### config.mk
export PLATFORM = sky130hd
export DESIGN_NAME = flags_reader
export DESIGN_NICKNAME = d
export VERILOG_FILES = /design/src/rtl/flags_reader_pkg.sv /design/src/rtl/flags_reader.sv
export SDC_FILE = /design/constraint.sdc
export NUM_CORES = 1
export LEC_CHECK = 0
export BUFFER_PORTS_ARGS = -buffer_cell sky130_fd_sc_hd__buf_2
export CAP_MARGIN = 20
export CORE_MARGIN = 1.5
export CORE_UTILIZATION = 41
export CTS_BUF_LIST = sky130_fd_sc_hd__clkbuf_4
export DETAILED_ROUTE_END_ITERATION = 10
export GPL_TIMING_DRIVEN = 1
export PLACE_DENSITY_LB_ADDON = 0.25
export SLEW_MARGIN = 20
export SYNTH_ARGS = -nofsm -noshare
export SYNTH_HDL_FRONTEND = slang
export SYNTH_SLANG_ARGS = --single-unit
export TNS_END_PERCENT = 20
### constraint.sdc
create_clock -name clk_i -period 1.5 [get_ports clk_i]
set_clock_uncertainty 0.2 [all_clocks]
set_input_delay 0.075 -clock clk_i [delete_from_list [all_inputs] [get_ports clk_i]]
set_output_delay 0.075 -clock clk_i [all_outputs]
set_load 0.1 [all_outputs]
### src/rtl/flags_reader_pkg.sv
// Shared definitions for the matmul flag vector and its bus reader.
// Holds the sizing, FSM encoding, read word addresses and status field offsets.
// Used by the matmul, the bus decode and flags_reader so the layouts stay in step.
package flags_reader_pkg;

  localparam int unsigned DATA_WIDTH = 32;
  localparam int unsigned BUS_WIDTH  = 64;
  localparam int unsigned MAX_DIM    = BUS_WIDTH / DATA_WIDTH;

  // One flag per matrix element.
  localparam int unsigned FLAG_NUM = MAX_DIM * MAX_DIM;
  localparam int unsigned IDX_W    = (FLAG_NUM > 1) ? $clog2(FLAG_NUM) : 1;
  // Wide enough to hold FLAG_NUM itself, so a fully set vector cannot wrap.
  localparam int unsigned CNT_W    = $clog2(FLAG_NUM + 1);

  typedef enum logic [1:0] {
    ST_IDLE = 2'd0,
    ST_SCAN = 2'd1,
    ST_DONE = 2'd2
  } state_e;

  // Read word select.
  localparam logic RD_ADDR_FLAGS  = 1'b0;
  localparam logic RD_ADDR_STATUS = 1'b1;

  // Status word field offsets.
  localparam int unsigned STAT_BUSY_BIT = 0;
  localparam int unsigned STAT_ANY_BIT  = 1;
  localparam int unsigned STAT_CNT_LSB  = 2;
  localparam int unsigned STAT_IDX_LSB  = STAT_CNT_LSB + CNT_W;

endpackage

### src/rtl/flags_reader.sv
// Snapshots the flag vector, scans it one bit per cycle for count / lowest set index, serves two read words.
// Latency: capture to result FLAG_NUM+1 cycles; read request to ack exactly 1 cycle.
// Backpressure: none; reads never stall and may issue every cycle, capture restarts any scan in flight.
module flags_reader
  import flags_reader_pkg::*;
(
  input  logic                 clk_i,
  input  logic                 rst_ni,
  input  logic                 capture_i,
  input  logic [FLAG_NUM-1:0]  flags_i,
  input  logic                 clear_i,
  input  logic                 rd_req_i,
  input  logic                 rd_addr_i,
  output logic                 rd_ack_o,
  output logic [BUS_WIDTH-1:0] rd_data_o,
  output logic                 irq_o,
  output logic                 busy_o
);

  state_e               state_q, state_d;
  logic [FLAG_NUM-1:0]  snap_q;
  logic [CNT_W-1:0]     cnt_q;
  logic [IDX_W-1:0]     idx_q;
  logic [IDX_W-1:0]     ptr_q;
  logic                 any_q;
  logic                 scanning;
  logic                 last_bit;
  logic [BUS_WIDTH-1:0] rd_word;

  assign scanning = (state_q == ST_SCAN);
  assign last_bit = (ptr_q == IDX_W'(FLAG_NUM - 1));

  // State register.
  always_ff @(posedge clk_i or negedge rst_ni) begin
    if (!rst_ni) state_q <= ST_IDLE;
    else         state_q <= state_d;
  end

  // Next state: capture beats clear, clear beats scan progress.
  always_comb begin
    state_d = state_q;
    if (capture_i) begin
      state_d = ST_SCAN;
    end else if (clear_i) begin
      state_d = ST_IDLE;
    end else begin
      case (state_q)
        ST_SCAN: if (last_bit) state_d = ST_DONE;
        default: state_d = state_q;
      endcase
    end
  end

  // Snapshot and scan datapath; the first set bit seen is the lowest, so it is latched once.
  always_ff @(posedge clk_i or negedge rst_ni) begin
    if (!rst_ni) begin
      snap_q <= '0;
      cnt_q  <= '0;
      idx_q  <= '0;
      any_q  <= 1'b0;
      ptr_q  <= '0;
    end else if (capture_i) begin
      snap_q <= flags_i;
      cnt_q  <= '0;
      idx_q  <= '0;
      any_q  <= 1'b0;
      ptr_q  <= '0;
    end else if (clear_i) begin
      snap_q <= '0;
      cnt_q  <= '0;
      idx_q  <= '0;
      any_q  <= 1'b0;
      ptr_q  <= '0;
    end else if (scanning) begin
      if (snap_q[ptr_q]) begin
        cnt_q <= cnt_q + CNT_W'(1);
        if (!any_q) begin
          idx_q <= ptr_q;
          any_q <= 1'b1;
        end
      end
      ptr_q <= ptr_q + IDX_W'(1);
    end
  end

  // Read mux; partial scan results are hidden until the scan completes.
  always_comb begin
    rd_word = '0;
    if (rd_addr_i == RD_ADDR_FLAGS) begin
      rd_word[FLAG_NUM-1:0] = snap_q;
    end else begin
      rd_word[STAT_BUSY_BIT] = scanning;
      if (!scanning) begin
        rd_word[STAT_ANY_BIT]              = any_q;
        rd_word[STAT_CNT_LSB +: CNT_W]     = cnt_q;
        if (any_q) rd_word[STAT_IDX_LSB +: IDX_W] = idx_q;
      end
    end
  end

  // Read response register: one ack per request, data forced to zero between acks.
  always_ff @(posedge clk_i or negedge rst_ni) begin
    if (!rst_ni) begin
      rd_ack_o  <= 1'b0;
      rd_data_o <= '0;
    end else begin
      rd_ack_o  <= rd_req_i;
      rd_data_o <= rd_req_i ? rd_word : '0;
    end
  end

  assign irq_o  = (state_q == ST_DONE) && any_q;
  assign busy_o = scanning;

endmodule
==> qor.txt <==
Buffers added on ports -> 19
Crit start category -> register
Yosys top cell area share -> 39.1%
Area contributors post-synth -> dfrtp_1 (39%), buf_4 (30%), nand2_1 (4.0%), nand2b_1 (2.2%), a21oi_1 (2.1%)
Crit-path max FO -> 6
Fin. Hold Viols -> 0
Chip height -> 61.6 um
Max_cap viols -> 0
Slowest stage delay, CP -> 0.42 ns
Max Root-Sink Buffers -> 2
Arr. time, crit path -> 1.64 ns
R2R setup slack -> -0.14 ns
Final period utilization -> 109%
Drt drc -> 0
Most used flip-flop cell after synthesis -> dfrtp_1
Share of cells above drive strength 1 -> 23.2%
Fillcell total -> 330
Total wire length -> 2.49 mm
Cell family with most CP delay -> compound AO/OA/AOI/OAI gates
Leading cell types in the layout, fill and taps excluded -> conb_1 (57), dfrtp_1 (20), buf_2 (16), nand2_1 (15), dlygate4sd3_1 (13)
CTS tree -> done
Hpwl dp -> 1.71 mm
GR Layer Usage met1 -> 16.0%
Status -> complete, but fails checks
Initial detailed-routing violation count -> 23
Clock sinks -> 22
Most common cell after layout, fill and taps aside -> conb_1
Clock root cell -> clkbuf_4
Post-synth EDFFs -> 0
DIE WIDTH -> 61.6 um
FMAX -> 610 MHz
Hold Path Class -> primary input to async pin
Final setup fails -> 7
All-Layer GR Usage -> 13.6%
Lkg Pwr -> 0.863 nW
Post-route setup slack -> -0.139 ns
GR Util met3 -> 1.26%
Slew Limit Fails -> 0
Clock buffer count from CTS -> 3
TNS Setup -> -0.737 ns
Final std cells w/o fill -> 240
Fin Hold WS -> 0.0465 ns
WL/cell -> 10.4 um
Initial antenna violation count -> 0
Largest net degree at the start of global routing -> 23
Pre-CTS WS -> -0.0894 ns
Critical path type -> register to register
Grt met2 use -> 25.3%
Core Area -> 3310 sq um
Synth unique cells -> 27
Clk slew on worst S/H paths -> 0.13 ns
Mapped cell area -> 1410 sq um
Placed insts -> 220
Crit-path slowest cell -> or3b_4
Overall power -> 1.78 mW
Syn Inst Count -> 151
Register bit total from synthesis -> 22
Required time of the worst setup path -> 1.50 ns
# diodes -> 0
Synth-to-layout area growth -> 16.4%
Worst skew pair latency -> 0.30 ns
# rows -> 21
CP Buf/Inv Count -> 0
Minimum clock period -> 1.64 ns
Placer congestion estimate -> 0.813
Post-Syn Area per Cell -> 9.32 sq um
Cell taking the most area after synthesis -> dfrtp_1
I/O Pins -> 77
Vias in the first global route -> 860
Register Area -> 553 sq um
Power density cells -> 1090 nW/um^2
Antenna viol nets, final -> 0
Crit path cell chain -> or3b_4 -> o2bb2ai_4 -> a21oi_1 -> a41o_1
Final layout net count -> 207
RSZ-0062 raised after global routing -> true
Register area share after synthesis -> 39.1%
Clock H-tree levels -> 1
Failing checks -> setup timing
Area of the multi-input gates -> 639 sq um
First-pass GRT wire length -> 3.80 mm
Busiest grt layer -> met2
Drt first pass iters -> 3
Crit. End Element -> register
DR vias/cell -> 4.02
VDD IR max -> 0.000421 V
Synth Warn # -> 0
Starting Density -> 42.5%
Die Area -> 3790 sq um
Asr flop ratio synth -> 100%
Vias -> 964
Total gr overflow -> 0
-- per-layer routing --
metal  up-vias  wire length [um]
met5         -                 0
met4         0                14
met3         2               129
met2        39              1370
met1       461               971
li1        462                 -
-- final timing paths --
kind                             from            to  depth (start not counted)
max                        state_q[1]      idx_q[1]                          4
min                            rst_ni      cnt_q[0]                          2
max reg2reg                state_q[1]      idx_q[1]                          4
min reg2reg                  cnt_q[2]  rd_data_o[4]                          1
max in group asynchronous      rst_ni    state_q[0]                          2
min in group clk_i           rd_req_i      rd_ack_o                          2
-- cells in the mapped netlist, types with 2 or more instances --
| library cell | number |
|---|---|
| a21boi_0 | 3 |
| a21oi_1 | 6 |
| and3_1 | 3 |
| buf_4 | 57 |
| clkbuf_1 | 3 |
| dfrtp_1 | 22 |
| ha_1 | 2 |
| inv_1 | 3 |
| mux2i_1 | 2 |
| nand2_1 | 15 |
| nand2b_1 | 5 |
| nand3_1 | 5 |
| nor2_1 | 7 |
| o21ai_0 | 5 |
-- worst register-to-register path, cell delays in order (launching register included) --
cell and delay (ns):
dfrtp_1 0.40, or3b_4 0.42, o2bb2ai_4 0.22, a21oi_1 0.10
a41o_1 0.20
-- flip-flops by register name, summed over array words and instances, names as in the netlist --
register / cells
any_q: 1
idx_q: 2
cnt_q: 3
ptr_q: 2
rd_ack_o: 1
snap_q: 4
rd_data_o: 7
state_q: 2
-- kinds of logic after synthesis --
logic type,share of synthesized area (%)
AO/OA/AOI/OAI,9.96
XOR/XNOR,0.622
adder cells (fa/ha/maj),1.78
buffers and inverters,32.0
flip-flops,39.1
multiplexers,2.22
other,0.266
AND/OR/NAND/NOR,14.0
-- repair_timing --
action                                  in CTS  in global routing
gates resized for setup                      4                  5
hold endpoints to repair                    39                  0
pin swaps                                    0                  1
buffers inserted                             1                  2
endpoints found under the setup margin       8                 13
hold buffers                                13                  0
-- metrics by stage --
stage,utilization (%),area (sq um)
3_5_place_dp,43.4,1440
6_report,49.5,1640
5_1_grt,49.5,1640
3_3_place_gp,43.4,1440
2_1_floorplan,-,1630
4_1_cts,48.8,1610
-- report_power, final --
part / internal [mW] / switching (mW) / leakage, nW / total (mW)
sequential: 0.614 / 0.0154 / 0.291 / 0.630
combinational: 0.104 / 0.769 / 0.557 / 0.873
clock: 0.0969 / 0.181 / 0.0154 / 0.278
-- layout make-up --
type | count | area share (%)
Clock buffer | 3 | 1.37
Clock inverter | 1 | 0.229
Multi-Input combinational cell | 122 | 39.0
Timing Repair Buffer | 43 | 21.2
Tap cell | 46 | 3.51
Sequential cell | 22 | 33.7
Inverter | 3 | 0.916
No activity file was read; power rests on OpenSTA's default activity.
